[config.mk]
export PLATFORM = sky130hd
export DESIGN_NAME = regfile_onehot_wr
export DESIGN_NICKNAME = d
export VERILOG_FILES = /design/src/rtl/regfile_pkg.sv /design/src/rtl/register_en.sv /design/src/rtl/regfile_onehot_wr.sv
export SDC_FILE = /design/constraint.sdc
export NUM_CORES = 2
export LEC_CHECK = 0
export CORE_ASPECT_RATIO = 1.2
export CORE_MARGIN = 5
export CORE_UTILIZATION = 45
export CTS_CLUSTER_DIAMETER = 200
export DETAILED_ROUTE_END_ITERATION = 6
export PLACE_DENSITY_LB_ADDON = 0.2
export SKIP_CTS_REPAIR_TIMING = 1
export SYNTH_ARGS = -nofsm -noshare
export SYNTH_HDL_FRONTEND = slang
export SYNTH_SLANG_ARGS = --single-unit
export TNS_END_PERCENT = 30
[constraint.sdc]
create_clock -name clk -period 119.4 [get_ports clk]
set_input_delay 17.91 -clock clk [delete_from_list [all_inputs] [get_ports clk]]
set_output_delay 17.91 -clock clk [all_outputs]
set_load 0.05 [all_outputs]
[src/rtl/regfile_pkg.sv]
// Shared sizes and bus types for the architectural integer register file.
package regfile_pkg;

    localparam int unsigned DATA_WIDTH = 64;
    localparam int unsigned NUM_REGS   = 32;
    localparam int unsigned ADDR_W     = $clog2(NUM_REGS);
    localparam int unsigned ZERO_REG   = NUM_REGS - 1;

    typedef logic [ADDR_W-1:0]     reg_addr_t;
    typedef logic [DATA_WIDTH-1:0] reg_data_t;
    typedef logic [NUM_REGS-1:0]   reg_sel_t;

endpackage

[src/rtl/register_en.sv]
// Single architectural register: load-enabled flop with asynchronous active-high clear.
module register_en
    import regfile_pkg::*;
#(
    parameter int unsigned WIDTH = DATA_WIDTH
) (
    input  logic             clk,
    input  logic             reset,
    input  logic             load,
    input  logic [WIDTH-1:0] d,
    output logic [WIDTH-1:0] q
);

    logic [WIDTH-1:0] data_q;
    logic [WIDTH-1:0] data_d;

    always_comb begin
        data_d = data_q;
        if (load) begin
            data_d = d;
        end
    end

    always_ff @(posedge clk or posedge reset) begin
        if (reset) begin
            data_q <= '0;
        end else begin
            data_q <= data_d;
        end
    end

    assign q = data_q;

endmodule

[src/rtl/regfile_onehot_wr.sv]
// Integer register file: one-hot write port, two combinational read ports, top entry hardwired to zero.
// Define REGFILE_WR_BYPASS_EN to forward same-cycle write data onto matching read ports.
module regfile_onehot_wr #(
    parameter  int unsigned DATA_WIDTH = regfile_pkg::DATA_WIDTH,
    parameter  int unsigned NUM_REGS   = regfile_pkg::NUM_REGS,
    localparam int unsigned ADDR_W     = $clog2(NUM_REGS)
) (
    input  logic                  clk,
    input  logic                  reset,
    input  logic                  wr_en,
    input  logic [NUM_REGS-1:0]   wr_sel,
    input  logic [DATA_WIDTH-1:0] wr_data,
    input  logic [ADDR_W-1:0]     rd_addr1,
    input  logic [ADDR_W-1:0]     rd_addr2,
    output logic [DATA_WIDTH-1:0] rd_data1,
    output logic [DATA_WIDTH-1:0] rd_data2
);

    localparam int unsigned ZERO_REG = NUM_REGS - 1;

    if (NUM_REGS < 2 || (NUM_REGS & (NUM_REGS - 1)) != 0) begin : g_bad_num_regs
        $error("regfile_onehot_wr: NUM_REGS must be a power of two >= 2");
    end

    logic [DATA_WIDTH-1:0] regs [NUM_REGS];
    logic [ADDR_W-1:0]     rd_addr [2];
    logic [DATA_WIDTH-1:0] rd_data [2];
    logic                  unused_zero_sel;

    // The zero register has no storage, so its select bit has no load to drive.
    assign unused_zero_sel = wr_sel[ZERO_REG];

    for (genvar i = 0; i < NUM_REGS - 1; i++) begin : g_reg
        register_en #(
            .WIDTH (DATA_WIDTH)
        ) u_reg (
            .clk   (clk),
            .reset (reset),
            .load  (wr_en & wr_sel[i]),
            .d     (wr_data),
            .q     (regs[i])
        );
    end

    assign regs[ZERO_REG] = '0;

    assign rd_addr[0] = rd_addr1;
    assign rd_addr[1] = rd_addr2;
    assign rd_data1   = rd_data[0];
    assign rd_data2   = rd_data[1];

    for (genvar p = 0; p < 2; p++) begin : g_port
        // Heap-ordered 2:1 mux tree: node 1 is the root, leaves start at NUM_REGS.
        logic [DATA_WIDTH-1:0] node [1:2*NUM_REGS-1];

        for (genvar n = 1; n < 2 * NUM_REGS; n++) begin : g_node
            if (n >= NUM_REGS) begin : g_leaf
                assign node[n] = regs[n - NUM_REGS];
            end else begin : g_mux
                localparam int unsigned LVL = $clog2(n + 1) - 1;
                assign node[n] = rd_addr[p][ADDR_W-1-LVL] ? node[2*n+1] : node[2*n];
            end
        end

`ifdef REGFILE_WR_BYPASS_EN
        logic bypass_hit_c;
        assign bypass_hit_c = !reset && wr_en && wr_sel[rd_addr[p]]
                              && (rd_addr[p] != ADDR_W'(ZERO_REG));
        assign rd_data[p]   = bypass_hit_c ? wr_data : node[1];
`else
        assign rd_data[p]   = node[1];
`endif
    end

endmodule

==> impl_metrics.yaml <==
route:
  first_pass_iters: 6
  vias: 68717
  postRouteAntennaNets: 0
  dr.first_iter.drc_count: 7126
  wl_per_cell_um: 35.0
  route.detailed.drc: 0
  wl_mm: 361
  viasPerCell: 6.67
yosys:
  synth_simple_gate_area_share_pct: 1.24
  synth_nets: 7364
  synth_fa_ha_area_share_pct: 0
  synthFlopType: "dfrtp_1"
  synthMuxAreaShare_pct: 40.9
  synth_compound_area_share_pct: 6.18
  synth_top_family_by_area: "multiplexers"
  yosysSeqAreaShare_pct: 46.9
  synth_warnings: 0
  ys_ff_latch: 1984
  synth_edf_count: 0
  syn_inst: 7255
  syn_area_per_cell_um2: 14.6
  async_reset_ff_share_pct: 100
  synth_xor_area_share_pct: 0
  syn_area_mm2: 0.106
  yosysUniqueCellTypes: 39
timing:
  rsz0062_at_grt: "false"
  period_share_pct: 34.4
  fin_crit_ns: 41.02
  tns_ns: 0
  slew_violations: 0
  worst_slew_pin_slew_ns: 1.29
  hold_viol: 0
  fin_skew_ns: 0
  finalSetupViolCount: 0
  relSlewSlack_pct: 14.1
  max_freq_ghz: 0.0244
finish:
  area_growth_pct: 9.68
  layout-drive-gt1-share_pct: 45.7
  finalNetCount: 7102
  largest_register_ffs: 1984
  final-instance-count-excl-fill: 10310
  fillers: 20233
worst_setup_path:
  reg2reg_to: "g_reg[9].u_reg.q[42]$_DFFE_PP0P_"
  worstPathArrival_ns: 23.11
  crit_path_cell_trace: "buf_6 > buf_4 > or3_4 > buf_4 > o22ai_1 > a211oi_2 > clkdlybuf4s50_1"
  critPathSlowestCell: "buf_4"
  crit_top_cell: "buf_4"
  crit_fanout: 40
  r2r_setup_slack_ns: 118.59
  reg2reg_from: "g_reg[9].u_reg.q[42]$_DFFE_PP0P_"
  endpoint_kind: "primary output"
  cpPeakStageDelay_ns: 0.97
  critPathRequiredTime_ns: 101.49
  path_class: "input pin to primary output"
  crit_path_start_kind: "input pin"
  rr_worst_depth: 1
die:
  ios: 237
  die-area_mm2: 0.245
  fp.dieH_um: 541
  core_area_mm2: 0.235
  num_rows: 195
  die_w_um: 453
  start_util_pct: 45.1
run:
  drv_cap: 0
hold_path:
  hold_path_end: "g_reg[22].u_reg.q[51]$_DFFE_PP0P_"
  hold_class: "register to register"
  worstHoldPathCells: 1
  hold_start: "g_reg[22].u_reg.q[51]$_DFFE_PP0P_"
global_route:
  grt_max_degree: 168
  grt_use_total_pct: 29.1
  overflow: 0
  grt_pass1_wl_mm: 522
  antenna_found_initial: 32
  grt_pass1_vias: 71759
clock_tree:
  cts_root_buf: "clkbuf_16"
  cts_buffers: 214
  cts_max_path_buffers: 4
  cts_htree_levels: 4
  clk_pin_slew_ns: 0.06
  cts.sinks: 1984
  cts_tree: "built"
  clk-insertion-delay-late_ns: 0.86
place:
  portBuffers: 235
  gp_congestion: 0.795
  dp_hpwl_mm: 192
  dpl.cell_count: 9929
power:
  power.density_mw_per_mm2: 16.7
  p_leak_nw: 46.7
  ir_drop_mv: 0.0115
status:
  status: "completed"
[routing by layer]
layer	wire length [µm]	GRT usage (%)
met5	86	0
met4	16100	11.1
met3	27300	5.30
met2	169000	46.2
met1	149000	40.1
[cell usage after synthesis (4+ instances only)]
library cell,instances,area [µm²]
inv_1,127,477
mux2i_1,512,5120
a21boi_1,25,188
buf_2,334,1670
nor2b_1,5,31.3
buf_1,11,41.3
dfrtp_1,1984,49600
and2_1,4,25.0
mux4_2,703,15800
a22oi_1,314,2360
nand3_1,65,325
nor2_1,6,22.5
nand4_1,62,388
o211ai_1,126,946
nand2_1,101,379
or3_1,4,25.0
o221ai_1,126,1100
o22ai_1,130,813
buf_4,117,878
a211oi_2,64,801
buf_6,45,507
clkbuf_1,325,1220
buf_8,12,180
a21boi_0,39,293
mux2_2,1984,22300
nand2b_1,7,43.8
[layout by cell type, fill, tap and decap left out, types with 5 or more instances in the layout]
cell             netlist  routed
clkinv_2               0      26
bufinv_16              0      12
mux2_2              1984    1984
a21boi_1              25      25
o22ai_1              130     130
clkdlybuf4s50_1        0     227
diode_2                0      12
nand2_1              101      70
nand4_1               62      62
clkbuf_1             325      51
clkbuf_16              0     217
mux2i_1              512     512
clkbuf_8               0      57
nand2_4                0      31
o221ai_1             126     126
buf_12                 3       8
nand3_1               65      65
dfrtp_1             1984    1984
a21boi_0              39      39
inv_1                127     125
a211oi_2              64      64
nand2b_1               7       5
o211ai_1             126     126
buf_8                 12       6
buf_4                117     128
mux4_2               703     703
a22oi_1              314     314
[per-stage QoR]
stage	power, mW	area, µm²	setup WS [ns]	util [%]	hold slack [ns]
finish	1.93	116000	78.38	49.5	0.519
global route	2.01	116000	78.15	49.5	0.526
CTS	1.94	116000	78.31	49.5	0.522
detailed placement	1.27	109000	78.32	46.5	0.508
global placement	1.25	109000	78.33	46.5	0.499
floorplan	1.15	106000	45.45	-	0.488
[cells by family after synthesis]
group,after synthesis
DFF,1984
AOI/OAI and AO/OA,830
buffers and inverters,976
muxes,3200
and+or+nand+nor,265
[layout make-up]
class	instances	area (µm²)	area share (%)
Antenna cell	12	30.0	0.0259
Clock buffer	325	6410	5.52
Clock inverter	44	557	0.479
Inverter	127	489	0.421
Multi-Input combinational cell	4295	51600	44.4
Sequential cell	1984	49600	42.8
Tap cell	3152	3940	3.40
Timing Repair Buffer	371	3500	3.01
[critical path, delay by kind of cell]
kind / cells / cell delay, ns
buffers and inverters: 4 / 3.42
AOI/OAI and AO/OA: 2 / 0.88
and+or+nand+nor: 1 / 0.77
[report_power, final]
group	total (mW)	internal (mW)	switching (mW)	leakage, nW
Clock	0.675	0.393	0.282	3.44
Sequential	0.845	0.773	0.0719	23.3
Combinational	0.415	0.206	0.209	20.0
Total	1.93	1.37	0.563	46.7
[worst max path at each step]
| stage | startpoint | to | cells after the start |
|---|---|---|---|
| 2_1_floorplan | reset | g_reg[0].u_reg.q[0]$_DFFE_PP0P_ | 1 |
| 3_3_place_gp | rd_addr1[0] | rd_data1[28] | 8 |
| 3_5_place_dp | rd_addr1[0] | rd_data1[28] | 8 |
| 4_1_cts | rd_addr1[0] | rd_data1[28] | 8 |
| 5_1_grt | rd_addr1[0] | rd_data1[29] | 8 |
| 6_report | rd_addr2[1] | rd_data2[62] | 7 |
Note: power is estimated with default switching activity, not from simulation.
